==> src/rtl/inst_prefetch_queue.sv <==
// Sequential instruction prefetcher: req/ack fetches into a DEPTH-entry FIFO, flushed on redirect.
// Define IPQ_PERF_CNT_EN to add the saturating perf_redirects / perf_starve counters.
module inst_prefetch_queue #(
    parameter int              XLEN     = 32,
    parameter int              DEPTH    = 4,
    parameter logic [XLEN-1:0] RESET_PC = '0
) (
    input  logic             clk,
    input  logic             rst_b,
    input  logic             halted,
    input  logic             redirect,
    input  logic [XLEN-1:0]  redirect_pc,
    input  logic             consume,
    output logic [XLEN-1:0]  inst,
    output logic [XLEN-1:0]  inst_addr,
    output logic             inst_valid,
    output logic             imem_req,
    output logic [XLEN-1:0]  imem_addr,
    input  logic             imem_ack,
    input  logic [0:3][7:0]  imem_rdata
`ifdef IPQ_PERF_CNT_EN
    ,
    output logic [15:0]      perf_redirects,
    output logic [15:0]      perf_starve
`endif
);

    localparam int              AW      = $clog2(DEPTH);
    localparam int              CW      = AW + 1;
    localparam logic [CW-1:0]   DEPTH_C = CW'(DEPTH);

    typedef enum logic [1:0] {IDLE, WAIT, DRAIN} state_t;

    state_t          state;
    logic [XLEN-1:0] data_mem [DEPTH];
    logic [XLEN-1:0] addr_mem [DEPTH];
    logic [AW-1:0]   wr_ptr;
    logic [AW-1:0]   rd_ptr;
    logic [AW-1:0]   next_rd;
    logic [CW-1:0]   count;
    logic [CW-1:0]   remain;
    logic [XLEN-1:0] fetch_pc;
    logic [XLEN-1:0] word;
    logic            enq;
    logic            deq;
    logic            issue;

    assign word       = {imem_rdata[3], imem_rdata[2], imem_rdata[1], imem_rdata[0]};
    assign inst_valid = (count != '0);
    assign enq        = (state == WAIT) && imem_ack && !redirect;
    assign deq        = consume && inst_valid && !redirect;
    // Issue is gated on a free slot now, so the eventual ack can always be stored.
    assign issue      = (state == IDLE) && !halted && !redirect && (count < DEPTH_C);
    assign remain     = count - CW'(deq);
    assign next_rd    = rd_ptr + AW'(deq);

    always_ff @(posedge clk) begin
        if (enq) begin
            data_mem[wr_ptr] <= word;
            addr_mem[wr_ptr] <= imem_addr;
        end
    end

    always_ff @(posedge clk or negedge rst_b) begin
        if (!rst_b) begin
            state     <= IDLE;
            imem_req  <= 1'b0;
            imem_addr <= RESET_PC;
            fetch_pc  <= RESET_PC;
            wr_ptr    <= '0;
            rd_ptr    <= '0;
            count     <= '0;
            inst      <= '0;
            inst_addr <= '0;
        end else begin
            // A raised request is held until its ack, even across redirect or halt.
            case (state)
                IDLE: begin
                    if (issue) begin
                        state     <= WAIT;
                        imem_req  <= 1'b1;
                        imem_addr <= fetch_pc;
                    end
                end
                WAIT: begin
                    if (imem_ack) begin
                        state    <= IDLE;
                        imem_req <= 1'b0;
                        if (!redirect) begin
                            fetch_pc <= fetch_pc + XLEN'(4);
                        end
                    end else if (redirect) begin
                        state <= DRAIN;
                    end
                end
                DRAIN: begin
                    if (imem_ack) begin
                        state    <= IDLE;
                        imem_req <= 1'b0;
                    end
                end
                default: begin
                    state    <= IDLE;
                    imem_req <= 1'b0;
                end
            endcase

            if (redirect) begin
                fetch_pc <= redirect_pc & ~XLEN'(3);
                wr_ptr   <= '0;
                rd_ptr   <= '0;
                count    <= '0;
            end else begin
                if (enq) begin
                    wr_ptr <= wr_ptr + AW'(1);
                end
                rd_ptr <= next_rd;
                count  <= count + CW'(enq) - CW'(deq);
                // The head registers follow the entry that will be at the front next cycle.
                if (enq && (remain == '0)) begin
                    inst      <= word;
                    inst_addr <= imem_addr;
                end else if (deq && (remain != '0)) begin
                    inst      <= data_mem[next_rd];
                    inst_addr <= addr_mem[next_rd];
                end
            end
        end
    end

`ifdef IPQ_PERF_CNT_EN
    always_ff @(posedge clk or negedge rst_b) begin
        if (!rst_b) begin
            perf_redirects <= '0;
            perf_starve    <= '0;
        end else begin
            if (redirect && (perf_redirects != 16'hFFFF)) begin
                perf_redirects <= perf_redirects + 16'd1;
            end
            if (!inst_valid && !halted && (perf_starve != 16'hFFFF)) begin
                perf_starve <= perf_starve + 16'd1;
            end
        end
    end
`endif

endmodule

==> config.mk <==
export PLATFORM = sky130hd
export DESIGN_NAME = inst_prefetch_queue
export DESIGN_NICKNAME = d
export VERILOG_FILES = /design/src/rtl/inst_prefetch_queue.sv
export SDC_FILE = /design/constraint.sdc
export NUM_CORES = 1
export LEC_CHECK = 0
export BUFFER_PORTS_ARGS = -buffer_cell sky130_fd_sc_hd__buf_2
export CORE_MARGIN = 5
export CORE_UTILIZATION = 30
export DETAILED_ROUTE_END_ITERATION = 6
export PLACE_DENSITY_LB_ADDON = 0.25
export SYNTH_ARGS = -nofsm -noshare
export SYNTH_HDL_FRONTEND = slang
export SYNTH_SLANG_ARGS = --single-unit
==> constraint.sdc <==
create_clock -name clk -period 4.1 [get_ports clk]
set_input_delay 0.82 -clock clk [delete_from_list [all_inputs] [get_ports clk]]
set_output_delay 0.82 -clock clk [all_outputs]
set_load 0.01 [all_outputs]
==> summary.md <==
| Metric | Value |
|---|---|
| Total grt overflow | 0 |
| Clock Pin Slew Worst Setup and Hold Paths | 60 ps |
| Combinational share of power | 0.229 |
| Ys async rst share | 0.347 |
| CTS Buf Count | 44 |
| Htree depth | 2 |
| Clock latency at the later pin of the worst-skew pair | 570 ps |
| Ports | 168 |
| DRC | 0 |
| Antenna Nets Post-Route | 0 |
| Post-synthesis cell type count | 52 |
| CP arrival | 3640 ps |
| Core ar. | 50400 um^2 |
| Commonest non-fill, non-tap cell in the layout | edfxtp_1 |
| LEAKAGE | 6.59 nW |
| Register area share after synthesis | 0.702 |
| Post-DP Area | 16900 um^2 |
| Die height | 236 um |
| Gr usage total | 0.144 |
| Slew of the pin with the lowest slew margin | 1100 ps |
| Synth warn | 0 |
| Worst min path class | input port to async pin |
| Critical Path Sink Type | flop |
| Design area | 18400 um^2 |
| Sequential share of power | 0.458 |
| Max VDD drop | 0.273 mV |
| Via count | 9667 |
| Main combinational cell family by area after synthesis | compound AO/OA/AOI/OAI gates |
| Nets | 1285 |
| Sw power | 3.86 mW |
| Mux contribution to synthesized area | 0.0594 |
| PostCTS Resize Cnt | 0 |
| Fin crit share | 0.781 |
| CTS tree | built |
| Layout cells sized above 1 | 0.298 |
| Largest net degree at the start of global routing | 83 |
| Die width | 236 um |
| Xor and xnor area share after synthesis | 0.0103 |
| Area delta synth->final | 19.8% |
| Outcome | completed |
| Hold Vio Cnt, Final | 0 |
| Post-CTS setup buffers | 0 |
| TNS Setup | 0 ps |
| Die area | 55700 um^2 |
| Final wirelength | 41.2 mm |
| Synth Area in Simple Gates | 0.0836 |
| DP HPWL | 24.9 mm |
| Critical Path Source Type | flop |
| Area share of fa/ha/maj cells after synthesis | 0.0103 |
| Starting density of the core | 0.304 |
| Commonest non-fill, non-tap cells in the layout | edfxtp_1, buf_2, dfrtp_1, nand2_1, a21oi_1 |
| Global-route wire length before repair | 62.9 mm |
| Sw frac | 0.317 |
| Max-Cap Viols | 0 |
| 1st-iter DRT viols | 607 |
| Clock buffer depth | 3 |
| First-pass DRT Iterations | 5 |
| Slew headroom | 0.268 |
| CTS Sinks | 380 |
| Final setup violation count | 0 |
| Vias in the first global route | 9809 |
| Cell internal pwr | 8.33 mW |
| Initial antenna violation count | 2 |
| Root Driver | clkbuf_16 |
| Synth Area in Compound Gates | 0.108 |
| Slew Viols, Final | 0 |
| Netlist Area Pre-Place | 15300 um^2 |
| PD cells | 664 nW/um^2 |
| I/O Buffers | 161 |
| Yosys reg bits | 380 |
| Clock Skews | 16.0 ps |
| Clock power share | 0.314 |
| F_max | 0.312 GHz |
| CP max FO | 44 |
| Post-Syn Instances | 1051 |
| Vias/cell | 5.06 |
| Final Wtd Congestion | 0.746 |
| Worst Path Required | 4540 ps |
| Syn avg cell area | 14.6 um^2 |
| EDFF count, synth | 248 |
| CP Class | flop to flop |
| DR WL/cell | 21.5 um |
| RSZ-0062 raised after global routing | false |
| Dominant synthesized flop cell | edfxtp_1 |
| FP Rows | 82 |
| Final min period | 3200 ps |
| # hold bufs at CTS | 0 |
==> logic make-up after synthesis <==
| family | count (synthesis) |
|---|---|
| compound gates | 228 |
| xor+xnor | 18 |
| fa+ha+maj | 12 |
| buf+inv | 94 |
| flops | 380 |
| mux | 63 |
| other cells | 1 |
| simple gates | 255 |
==> synthesized netlist by cell type (2+ instances only) <==
cell type,number,area (um^2)
o22a_1,18,158
nand4_1,9,56.3
o221a_2,43,484
buf_4,4,30.0
and2_1,5,31.3
nor3_1,3,15.0
xnor2_1,8,70.1
dfrtp_1,132,3300
or4_1,11,82.6
and4_1,3,26.3
nor2b_1,4,25.0
nand3_1,19,95.1
ha_1,11,138
a21oi_1,48,240
buf_2,22,110
mux4_2,18,405
nand2_1,105,394
and3_1,6,37.5
nor4_1,47,294
nand2b_1,3,18.8
o22ai_1,43,269
or3_1,8,50.1
xor2_1,10,87.6
o31a_1,2,17.5
buf_1,8,30.0
mux2_2,44,495
a31oi_1,15,93.8
nor2_1,25,93.8
o21a_1,19,143
edfxtp_1,248,7450
o31ai_1,11,82.6
clkbuf_1,45,169
o21ai_0,23,115
inv_1,13,48.8
==> metrics by stage <==
stage	power (mW)	setup slack, ps	hold WS (ps)	std cells	util
after floorplan	7.07	809	467	1054	-
after global placement	8.47	594	472	1829	0.336
after detailed placement	8.53	553	475	1829	0.336
after CTS	12.4	871	322	1911	0.364
after global routing	12.9	681	360	1911	0.364
final	12.2	899	269	1912	0.364
==> state kept, by name, indices dropped and copies added (netlist names) <==
name,cells
inst,32
state,2
addr_mem,120
fetch_pc,30
wr_ptr,2
rd_ptr,2
imem_addr,30
count,3
inst_addr,30
imem_req,1
data_mem,128
==> area by class of cell <==
cell class	count	area [um^2]
clock inverters	20	186
multi-input cells	580	4230
well taps	672	841
diodes	1	2.50
inverters	13	48.8
clock buffers	62	1220
flip-flops and latches	380	10800
fillers	4851	32000
repair buffers	184	1070
==> critical path, cell delays in order, from the launching register on <==
cell,delay (ps)
dfrtp_1,510
or3_1,490
and2_1,210
ha_1,240
xor2_4,140
buf_4,230
buf_4,460
o211a_2,270
buf_12,270
a21oi_1,120
o221a_2,130
==> power groups by stage <==
stage                     Clock (mW)  Sequential, mW  Combinational, mW
after floorplan                    0            5.58               1.49
after global placement             0            5.64               2.83
after detailed placement           0            5.67               2.86
after CTS                       3.94            5.60               2.87
after global routing            4.11            5.69               3.06
final                           3.82            5.58               2.79
==> per-layer routing <==
layer  routed length [um]  up-vias  track usage
li1                     -     4421            -
met1                18600     4938        0.199
met2                19800      252        0.238
met3                 2070       54       0.0273
met4                  661        2       0.0350
met5                   19        -            0
==> worst paths after layout <==
kind | cells after the start | startpoint | to | slack, ps
setup / recovery | 10 | count[2]$_DFF_PN0_ | inst[6]$_DFFE_PN0P_ | 900
hold / removal | 1 | rst_b | inst[23]$_DFFE_PN0P_ | 270
setup reg to reg | 10 | count[2]$_DFF_PN0_ | inst[6]$_DFFE_PN0P_ | 900
hold reg to reg | 1 | inst_addr[18]$_DFFE_PN0P_ | inst_addr[18]$_DFFE_PN0P_ | 480
max in group asynchronous | 2 | rst_b | inst[6]$_DFFE_PN0P_ | 3000
min in group clk | 3 | redirect_pc[13] | fetch_pc[13]$_DFFE_PN0P_ | 470
No activity file was read; power rests on OpenSTA's default activity.
